### src/rtl/pipe_hazard_ctrl.sv
// Pipeline sequencing controller: register write enables, bubbles/flushes, mult/div issue FSM.
// Optional mult/div watchdog enabled by defining PIPE_HAZARD_CTRL_MD_TIMEOUT_EN.
module pipe_hazard_ctrl #(
  parameter int MD_TIMEOUT = 64,
  parameter int CNT_W      = 32
) (
  input  logic             clk,
  input  logic             reset,
  input  logic [31:0]      insn_fd,
  input  logic [31:0]      insn_dx,
  input  logic             branch_taken,
  input  logic             md_ready,
  output logic             we_pc,
  output logic             we_fd,
  output logic             we_dx,
  output logic             we_xm,
  output logic             we_mw,
  output logic             flush_fd,
  output logic             bubble_dx,
  output logic             bubble_xm,
  output logic             md_ctrl_mult,
  output logic             md_ctrl_div,
  output logic             md_result_sel,
  output logic             md_busy,
  output logic             md_timeout,
  output logic [CNT_W-1:0] stall_cycles
);
  // state | meaning
  // IDLE  | no mult/div in flight
  // BUSY  | mult/div issued, waiting for md_ready
  typedef enum logic {IDLE, BUSY} state_t;

  localparam logic [4:0] OP_ALU = 5'b00000, OP_J = 5'b00001, OP_BNE = 5'b00010;
  localparam logic [4:0] OP_JAL = 5'b00011, OP_JR = 5'b00100, OP_BLT = 5'b00110;
  localparam logic [4:0] OP_SW = 5'b00111, OP_LW = 5'b01000, OP_BEX = 5'b10110;
  localparam logic [4:0] ALU_MULT = 5'b00110, ALU_DIV = 5'b00111;

  state_t     state;
  logic [4:0] op_fd, rd_fd, rs_fd, rt_fd, op_dx, rd_dx, alu_dx;
  logic       reads_rs, reads_rt, reads_rd, load_use, md_dx, busy, md_issue, wd_fire;
  logic       unused_bits;

  assign op_fd  = insn_fd[31:27];
  assign rd_fd  = insn_fd[26:22];
  assign rs_fd  = insn_fd[21:17];
  assign rt_fd  = insn_fd[16:12];
  assign op_dx  = insn_dx[31:27];
  assign rd_dx  = insn_dx[26:22];
  assign alu_dx = insn_dx[6:2];
  assign unused_bits = ^{insn_fd[11:0], insn_dx[21:7], insn_dx[1:0]};

  assign reads_rs = !(op_fd inside {OP_J, OP_JAL, OP_BEX});
  assign reads_rt = (op_fd == OP_ALU);
  assign reads_rd = op_fd inside {OP_SW, OP_BNE, OP_BLT, OP_JR};
  assign load_use = (op_dx == OP_LW) && (rd_dx != 5'd0) &&
                    ((reads_rs && rs_fd == rd_dx) ||
                     (reads_rt && rt_fd == rd_dx) ||
                     (reads_rd && rd_fd == rd_dx));

  assign md_dx    = (op_dx == OP_ALU) && (alu_dx == ALU_MULT || alu_dx == ALU_DIV);
  assign busy     = (state == BUSY);
  assign md_issue = !reset && !busy && md_dx;
  assign md_busy  = busy;

`ifdef PIPE_HAZARD_CTRL_MD_TIMEOUT_EN
  localparam int TW = $clog2(MD_TIMEOUT);
  localparam logic [TW-1:0] WD_LAST = TW'(MD_TIMEOUT - 1);
  logic [TW-1:0] wd_cnt;
  assign wd_fire = busy && !md_ready && (wd_cnt == WD_LAST);
`else
  localparam int unused_md_timeout = MD_TIMEOUT;
  assign wd_fire = 1'b0;
`endif

  always_comb begin
    we_pc         = 1'b1;
    we_fd         = 1'b1;
    we_dx         = 1'b1;
    we_xm         = 1'b1;
    we_mw         = 1'b1;
    flush_fd      = 1'b0;
    bubble_dx     = 1'b0;
    bubble_xm     = 1'b0;
    md_ctrl_mult  = 1'b0;
    md_ctrl_div   = 1'b0;
    md_result_sel = 1'b0;
    md_timeout    = 1'b0;
    if (!reset) begin
      if (md_issue || (busy && !md_ready && !wd_fire)) begin
        we_pc        = 1'b0;
        we_fd        = 1'b0;
        we_dx        = 1'b0;
        bubble_xm    = 1'b1;
        md_ctrl_mult = md_issue && (alu_dx == ALU_MULT);
        md_ctrl_div  = md_issue && (alu_dx == ALU_DIV);
      end else if (busy) begin
        // watchdog expiry releases the pipeline but does not select the stale result
        md_result_sel = md_ready;
        md_timeout    = wd_fire;
      end else if (branch_taken) begin
        flush_fd  = 1'b1;
        bubble_dx = 1'b1;
      end else if (load_use) begin
        we_pc     = 1'b0;
        we_fd     = 1'b0;
        bubble_dx = 1'b1;
      end
    end
  end

  always_ff @(posedge clk) begin
    if (reset) begin
      state        <= IDLE;
      stall_cycles <= '0;
`ifdef PIPE_HAZARD_CTRL_MD_TIMEOUT_EN
      wd_cnt       <= '0;
`endif
    end else begin
      if (!we_pc) stall_cycles <= stall_cycles + CNT_W'(1);
      case (state)
        IDLE: begin
          if (md_dx) state <= BUSY;
`ifdef PIPE_HAZARD_CTRL_MD_TIMEOUT_EN
          wd_cnt <= '0;
`endif
        end
        BUSY: begin
          if (md_ready || wd_fire) state <= IDLE;
`ifdef PIPE_HAZARD_CTRL_MD_TIMEOUT_EN
          else wd_cnt <= wd_cnt + TW'(1);
`endif
        end
        default: state <= IDLE;
      endcase
    end
  end
endmodule
### config.mk
export PLATFORM = sky130hd
export DESIGN_NAME = pipe_hazard_ctrl
export DESIGN_NICKNAME = d
export VERILOG_FILES = /design/src/rtl/pipe_hazard_ctrl.sv
export SDC_FILE = /design/constraint.sdc
export NUM_CORES = 1
export LEC_CHECK = 0
export BUFFER_PORTS_ARGS = -buffer_cell sky130_fd_sc_hd__buf_2
export CAP_MARGIN = 30
export CORE_MARGIN = 5
export CORE_UTILIZATION = 25
export DETAILED_ROUTE_END_ITERATION = 7
export SYNTH_ARGS = -nofsm -noshare
export SYNTH_HDL_FRONTEND = slang
export SYNTH_SLANG_ARGS = --single-unit
### constraint.sdc
create_clock -name clk -period 2.1 [get_ports clk]
set_input_delay 0.105 -clock clk [delete_from_list [all_inputs] [get_ports clk]]
set_output_delay 0.105 -clock clk [all_outputs]
set_load 0.005 [all_outputs]
-- After elaboration in Yosys (flattened, before gate mapping)
Cells that the tools add are included.
Widths: inputs -> output; s select.
- output and inout port bits: 45
- logic and storage cells: 69
- register bits: 33
- input bits: 68
- bitwise operators: 1
- equality and inequality tests: 13
- muxes and demuxes: 28
- add/subtract/negate cells: 1
- reductions and logical operators: 24
- operators with widths (cell ; number):
    $add 32x1->32 const B ; 1
    $mux 1 ; 27
    $eq 5x3->1 const B ; 5
    $eq 5x5->1 ; 3
    $logic_and 1x1->1 ; 11
    $eq 5x2->1 const B ; 2
    $logic_not 5->1 ; 2
    $eq 5x1->1 const B ; 1
    $eq 5x4->1 const B ; 1
    $eq 5x5->1 const B ; 1
    $reduce_bool 5->1 ; 1
    $logic_not 1->1 ; 4
    $logic_or 1x1->1 ; 4
    $reduce_bool 4->1 ; 1
    $reduce_bool 3->1 ; 1
    $pmux 1 s2 ; 1
    $not 1->1 ; 1

-- Logic depth before layout (Yosys ltp)
Gate-level depths: netlist (run 1).
- depth in word-level cells: 12
- mapped depth: 8
- mapped depth without buffers: 7

-- Least setup slack after synthesis (run 1)
No wires, ideal clock.
- path kind: reg2reg
- start point: register state, in the netlist md_busy
- end point: register stall_cycles[21]
- arrival: 1.924 ns
- path buffers: 0
- clock period less this slack: 2.045 ns
- required time: 1.979 ns
- stages on the path, launching flop included: 7
- setup slack: 0.055 ns
- setup time: 0.121 ns
- cell sequence: dfxtp_1 > nor4b_1 > nand4b_1 > o21ai_1 > nand3_1 > a21boi_0 > mux2_2
- longest elaborated chain between the ends: 6
- elaborated cells between the ends (all ways): 8
- classes of those cells: 3 x mux; 5 x reduce/logical
- ends and longest elaborated chain (element ; line ; RTL):
    start: declaration ; 38 ; state_t state;
    start signal: assignment ; 113 ; state <= IDLE;
    start signal: assignment ; 122 ; if (md_dx) state <= BUSY;
    start signal: assignment ; 128 ; if (md_ready || wd_fire) state <= IDLE;
    $logic_not 1->1 ; 62 ; assign md_issue = !reset && !busy && md_dx;
    $logic_and 1x1->1 (2 in series) ; 62 ;
    $logic_or 1x1->1 ; 89 ; if (md_issue || (busy && !md_ready && !wd_fire)) begin
    $mux 1 * ; 89 ;
    $mux 1 * ; 88 ; if (!reset) begin
    end signal: assignment ; 119 ; if (!we_pc) stall_cycles <= stall_cycles + CNT_W'(1);
    end: declaration ; 26 ; output logic [CNT_W-1:0] stall_cycles
Mark *: on every way between the ends. The rest lies on a longest branch, timed or not.
A chain may end at the register's enable or synchronous reset.

-- Final worst setup path (run 1)
- start point: register state, in the netlist md_busy
- end point: register stall_cycles[26]
Same word-level chain as after synthesis.

==> metrics.md, run 1 <==
| Metric | Value |
|---|---|
| Final WS setup | 0.03253 ns |
| Pre-CTS setup slack | -0.1383 ns |
| Startpoint Class | flop |
| CTS max path bufs | 2 |
| Global-route wire length before repair | 11360 microns |
| Via count | 2448 |
| Post-layout nets | 470 |
| Crit path largest cell delay | 0.47 ns |
| Vias in the first global route | 2401 |
| Reg power frac | 0.494 |
| Register-to-Register Setup Slack | 0.03 ns |
| TritonCTS clock tree | yes |
| FFs w/ async S/R, synth | 0 |
| Synthesized area | 0.002396 sq mm |
| Initial antenna violation count | 0 |
| DRC Markers | 0 |
| Commonest non-fill, non-tap cell in the layout | buf_2 |
| First drt pass iteration count | 4 |
| Clock latency on the worst-skew pair | 0.29 ns |
| Post-synth EDFFs | 0 |
| DRT iter0 DRCs | 112 |
| Met2 Track Usage GR | 0.2056 |
| Critical Path Sink Type | flop |
| Max Clock Skew | 0.007315 ns |
| I/O pin total | 113 |
| Status | completed |
| Cell count after synthesis | 284 |
| Clock root cell | clkbuf_8 |
| Row Count | 35 |
| Drt wl/cell | 13.10 microns |
| Antenna cells | 0 |
| Clock sinks | 33 |
| Post-CTS Hold Fix Bufs | 0 |
| Cell variety after synth | 45 |
| Residual antenna-violating net count after detailed routing | 0 |
| Hold Vio Cnt, Final | 0 |
| Core area | 0.009284 sq mm |
| Worst-path cell chain | nor4b_2 > nand4b_1 > nor2_2 > nor2b_2 > a2111oi_0 > mux2_2 |
| Clock power frac | 0.396 |
| Critical Path RT | 2.29 ns |
| Met3 usage | 0.03359 |
| Fmax | 0.4837 GHz |
| Die area | 0.01164 sq mm |
| Most used DFF post-synth | dfxtp_1 |
| Average size of a mapped cell | 8.437 sq um |
| Port Buffer Count | 80 |
| Share of layout cells above drive strength 1 | 0.4478 |
| Gate power share | 0.110 |
| Setup Viol. Count Final | 0 |
| Hold EP | md_busy$_SDFF_PP0_ |
| Number of synthesized register bits | 33 |
| Peak VDD IR | 0.1613 mV |
| Minimum clock period | 2.067 ns |
| Max stage delay cell, worst path | a2111oi_0 |
| R2R Path Start | md_busy$_SDFF_PP0_ |
| Inserted Clock Buffers | 5 |
| Area delta synth->final | 39.74% |
| CP Class | reg2reg |
| MaxCap Viol Count | 0 |
| Leak | 1.434 nW |
| GRT busiest layer | met2 |
| Final WL | 6958 microns |
| Most frequent cells in the layout | buf_2, buf_4, nor2_1 |
| Max Transition Viols Final | 0 |
| HPWL after DPL | 5458 microns |
| Period utilisation layout | 0.9845 |
| Initial core utilization | 0.2581 |
| Met1 Resource Use GR | 0.1498 |
| Switching part of the total | 0.2705 |
| H-tree Lvls | 2 |
| Die H | 107.9 microns |
| Internal power | 924.0 uW |
| Grt total ovfl | 0 |
| Actual slew at the worst max-slew pin | 0.6130 ns |
| GP Congestion | 0.7502 |
| HP Start | md_ready |
| Clock-pin slew on the worst setup and hold paths | 0.08 ns |
| Yosys warns | 0 |
| Design Power | 1.267 mW |
| Sequential area share after synthesis | 0.2757 |
| Power density over the cells | 378.3 mW/mm^2 |
| GRT Overall Usage | 0.1203 |
| Reg-to-Reg End | stall_cycles[26]$_SDFFE_PP0N_ |
| R2R cell count | 6 |
| Min-delay worst type | in2reg |
| Die Span X | 107.9 microns |
| Highest net fanout along the worst path | 7 |
| CP arrival | 2.25 ns |
| Hold path cells | 3 |
| Pin count of the biggest net entering global routing | 65 |
| Vias per cell | 4.610 |
| Switch Pwr | 342.6 uW |
| Relative slew slack | 0.5913 |
[cell families after synthesis]
family,after synthesis,share of synthesized area
xor+xnor,15,0.05483
fa+ha+maj,1,0.005221
simple gates,139,0.3097
buf+inv,20,0.05274
mux,29,0.1473
flops,33,0.2757
compound gates,45,0.1514
other cells,2,0.003134
[worst max-delay path, delay by kind of cell (launching register included)]
family          cells  cell delay, ns
compound gates      1            0.47
flops               1            0.33
simple gates        4            0.78
mux                 1            0.39
[state kept, by name, summed over array words and instances, names as in the netlist]
register / cells
stall_cycles: 32
md_busy: 1
[timing repair]
action / CTS / global route
setup endpoints to repair: 1 / 16
pin swaps: 0 / 4
setup buffers: 0 / 1
resized for setup: 1 / 5
[routing by layer]
| metal | part of all wire | up-vias |
|---|---|---|
| met5 | 0 | - |
| met3 | 0.057 | 9 |
| li1 | - | 1251 |
| met4 | 0.016 | 0 |
| met2 | 0.49 | 56 |
| met1 | 0.44 | 1132 |
[cell usage after synthesis, drive strengths merged, types with 2 or more instances]
cell	n	share of area
a2111oi	6	0.035
a211oi	3	0.0094
a21boi	3	0.0094
a21o	2	0.0063
a21oi	22	0.058
and2	2	0.0052
and3	6	0.016
and4	3	0.011
buf	7	0.028
clkbuf	10	0.020
conb	2	0.0031
dfxtp	33	0.28
inv	3	0.0047
mux2	29	0.15
nand2	10	0.016
nand3	16	0.033
nand4	13	0.034
nand4b	2	0.0073
nor2	43	0.067
nor2b	29	0.076
nor3	7	0.015
nor4	3	0.014
o21ai	4	0.0084
o311ai	2	0.014
xnor2	9	0.033
xor2	6	0.022
[how the worst max path moves through the flow]
| stage | startpoint | endpoint | slack [ns] | cells after the start |
|---|---|---|---|---|
| finish | md_busy$_SDFF_PP0_ | stall_cycles[26]$_SDFFE_PP0N_ | 0.03 | 6 |
| global route | md_busy$_SDFF_PP0_ | stall_cycles[18]$_SDFFE_PP0N_ | -0.07 | 7 |
| CTS | md_busy$_SDFF_PP0_ | stall_cycles[13]$_SDFFE_PP0N_ | 0.01 | 7 |
| detailed placement | insn_dx[31] | stall_cycles[13]$_SDFFE_PP0N_ | -0.14 | 8 |
| global placement | insn_fd[31] | stall_cycles[10]$_SDFFE_PP0N_ | -0.09 | 8 |
| floorplan | md_busy$_SDFF_PP0_ | stall_cycles[21]$_SDFFE_PP0N_ | 0.06 | 6 |
[power groups by stage]
stage / Sequential [mW] / Clock (mW) / Combinational (mW)
after floorplan: 0.640 / 0 / 0.0732
after global placement: 0.640 / 0 / 0.135
after detailed placement: 0.640 / 0 / 0.140
after CTS: 0.625 / 0.516 / 0.140
after global routing: 0.625 / 0.549 / 0.159
final: 0.625 / 0.502 / 0.140
[layout make-up]
cell class / instances / area, sq um
inverters: 3 / 11.26
well taps: 129 / 161.4
clock inverters: 3 / 22.52
clock buffers: 5 / 68.82
flip-flops and latches: 33 / 660.6
fillers: 966 / 5936
multi-input cells: 232 / 1653
repair buffers: 126 / 770.7
[stage by stage]
stage                     TNS [ns]    util  hold WS (ns)  instance area, sq um  std cells
after global routing       -0.3407  0.3606        0.1832                  3348        531
after floorplan                  0       -        0.2465                  2400        285
after detailed placement   -0.6993  0.3470        0.4578                  3222        522
final                            0  0.3606        0.1685                  3348        531
after CTS                        0  0.3569        0.1592                  3313        530
after global placement     -0.4852  0.3470        0.4476                  3222        522
(Power assumes the default switching activity.)
==> run 2: changes to the inputs <==
--- a/config.mk
+++ b/config.mk
@@ -8,8 +8,9 @@
 export BUFFER_PORTS_ARGS = -buffer_cell sky130_fd_sc_hd__buf_2
 export CAP_MARGIN = 30
 export CORE_MARGIN = 5
-export CORE_UTILIZATION = 25
+export CORE_UTILIZATION = 42
 export DETAILED_ROUTE_END_ITERATION = 7
+export PLACE_DENSITY = 0.76
 export SYNTH_ARGS = -nofsm -noshare
 export SYNTH_HDL_FRONTEND = slang
 export SYNTH_SLANG_ARGS = --single-unit
==> run 2 against run 1 <==
Clock-buffer cell count did not move; critical path depth did not move; via count rose by 0.53%; hold slack gained 0.037 ns; wire length fell by 8.3%; critical endpoint is now stall_cycles[9]$_SDFFE_PP0N_; highest routed layer unchanged.
==> metrics.md, run 2 (synthesis results as in run 1) <==
| Metric | Value |
|---|---|
| Via count | 2461 (+0.53%) |
| DRC Markers | 0 (unchanged) |
| HPWL after DPL | 5103 microns (-6.5%) |
| Die H | 85.53 microns (-21%) |
| H-tree Lvls | 2 (unchanged) |
| Clock latency on the worst-skew pair | 0.29 ns (about the same) |
| CP Class | reg2reg |
| Core area | 0.005540 sq mm (-40%) |
| Vias per cell | 5.259 (+14%) |
| Max Clock Skew | 0.005364 ns (-0.001951 ns) |
| Setup TNS | 0 ns (unchanged) |
| Final design utilization | 0.5820 (+0.2213) |
| Pin count of the biggest net entering global routing | 55 (-15%) |
| Antenna cells | 0 (unchanged) |
| Minimum clock period | 2.011 ns (-0.05678 ns) |
| Share of layout cells above drive strength 1 | 0.4444 (-0.003317) |
| Leak | 1.397 nW (-2.6%) |
| Port Buffer Count | 80 (unchanged) |
| Startpoint Class | flop |
| MaxCap Viol Count | 0 (unchanged) |
| Vias in the first global route | 2434 (+1.4%) |
| Row Count | 27 (-23%) |
| Critical Path RT | 2.29 ns (about the same) |
| Status | completed |
| Fmax | 0.4973 GHz (+2.8%) |
| Max Transition Viols Final | 0 (unchanged) |
| Min-delay worst type | in2reg |
| RSZ-0062 raised after global routing | false |
| Most frequent cells in the layout | buf_2, nor2_1, buf_4 |
| GRT busiest layer | met2 |
| GP Congestion | 0.8379 (+12%) |
| Power density over the cells | 386.5 mW/mm^2 (+2.2%) |
| Hold Vio Cnt, Final | 0 (unchanged) |
| Residual antenna-violating net count after detailed routing | 0 (unchanged) |
| First drt pass iteration count | 4 (unchanged) |
| R2R cell count | 6 (unchanged) |
| Actual slew at the worst max-slew pin | 0.5302 ns (-0.08284 ns) |
| Die Span X | 85.53 microns (-21%) |
| Die area | 0.007315 sq mm (-37%) |
| Commonest non-fill, non-tap cell in the layout | buf_2 |
| Period utilisation layout | 0.9575 (-0.02704) |
| GRT Overall Usage | 0.1765 (+0.05625) |
| TritonCTS clock tree | yes |
| HP Start | md_ready |
| Highest net fanout along the worst path | 10 (+3) |
| Met2 Track Usage GR | 0.3044 (+0.09878) |
| Clock-pin slew on the worst setup and hold paths | 0.07 ns (about the same) |
| CTS max path bufs | 2 (unchanged) |
| Final WL | 6383 microns (-8.3%) |
| Drt wl/cell | 13.64 microns (+4.1%) |
| Register-to-Register Setup Slack | 0.09 ns (+0.06 ns) |
| Post CTS Setup Buffer Count | 0 (unchanged) |
| Placed cells | 459 (-12%) |
| Global-route wire length before repair | 10660 microns (-6.2%) |
| Initial core utilization | 0.4325 (+0.1744) |
| Peak VDD IR | 0.1980 mV (+23%) |
| Met1 Resource Use GR | 0.2088 (+0.05906) |
| Top reg by flops | stall_cycles |
| Met3 usage | 0.05668 (+0.02308) |
| Relative slew slack | 0.6457 (+0.05433) |
| Clock sinks | 33 (unchanged) |
| Clock root cell | clkbuf_8 |
| Initial antenna violation count | 0 (unchanged) |
| Max FFs per register | 32 (unchanged) |
| Post-layout nets | 464 (-1.3%) |
| Critical Path Sink Type | flop |
| I/O pin total | 113 (unchanged) |
| Area delta synth->final | 34.57% |
| Reg-to-Reg End | stall_cycles[9]$_SDFFE_PP0N_ |
| Setup Viol. Count Final | 0 (unchanged) |
| Layout Cells excl Fill | 468 (-12%) |
| Hold path cells | 3 (unchanged) |
| Hold EP | md_busy$_SDFF_PP0_ |
| R2R Path Start | md_busy$_SDFF_PP0_ |
| DRT iter0 DRCs | 154 (+38%) |
| CP arrival | 2.20 ns (-0.05 ns) |
| Inserted Clock Buffers | 5 (unchanged) |
| Grt total ovfl | 0 (unchanged) |
## run 2: cell count changes in the layout (fill, tap and decap cells not counted), moves of 2 or more
| cell | change |
|---|---|
| clkinvlp_4 | -2 |
| clkinv_2 | +2 |
| buf_12 | -2 |
| buf_4 | -5 |
| a2111oi_0 | -2 |
| a2111oi_1 | +2 |
## run 2: worst max-delay path, stage by stage (launching register included)
cell	delay [ns]
dfxtp_1	0.32
nor4b_2	0.22
nand4b_1	0.15
nor2_1	0.17
nor2b_2	0.13
a2111oi_1	0.52
mux2_2	0.39
## run 2: worst max path at each step
stage	start	endpoint	slack [ns]
2_1_floorplan	md_busy$_SDFF_PP0_	stall_cycles[21]$_SDFFE_PP0N_	0.06
3_3_place_gp	stall_cycles[13]$_SDFFE_PP0N_	stall_cycles[21]$_SDFFE_PP0N_	-0.12
3_5_place_dp	insn_dx[26]	stall_cycles[9]$_SDFFE_PP0N_	-0.21
4_1_cts	md_busy$_SDFF_PP0_	stall_cycles[26]$_SDFFE_PP0N_	0.02
5_1_grt	insn_dx[26]	stall_cycles[13]$_SDFFE_PP0N_	0.003
6_report	md_busy$_SDFF_PP0_	stall_cycles[9]$_SDFFE_PP0N_	0.09
## run 2: per-stage QoR
step                      worst slack (ns)  hold WS [ns]  cell area, sq um  power [mW]
final                              0.08930        0.2056              3224       1.246
after detailed placement           -0.2132        0.4603              3080      0.7821
after global placement             -0.1193        0.4482              3080      0.7758
after CTS                          0.01845        0.1849              3183       1.257
after global routing              0.003076        0.2415              3224       1.296
after floorplan                    0.05522        0.2465              2400      0.7132
## run 2: repair_timing
item / in CTS / in global routing
pin swaps: 0 / 4
hold buffers: 0 / 0
endpoints found under the setup margin: 8 / 15
gates resized for setup: 5 / 8
gates cloned: 0 / 1
## run 2: layer usage
| layer | wire (microns) | up-vias |
|---|---|---|
| met5 | 0 | - |
| li1 | - | 1239 |
| met4 | 78 | 0 |
| met1 | 2573 | 1144 |
| met2 | 3188 | 70 |
| met3 | 543 | 8 |
## run 2: layout make-up
class                   instances  area [sq um]
clock buffers                   5         68.82
clock inverters                 3         17.52
fillers                       508          2316
inverters                       3         11.26
multi-input cells             233          1683
flip-flops and latches         33         660.6
well taps                      72         90.09
repair buffers                119         693.2
## run 2: power by group
group	internal [mW]	switching (mW)	leakage [nW]
Sequential	0.625	0.0000943	0.266
Clock	0.229	0.250	0.0439
Combinational	0.0675	0.0743	1.09
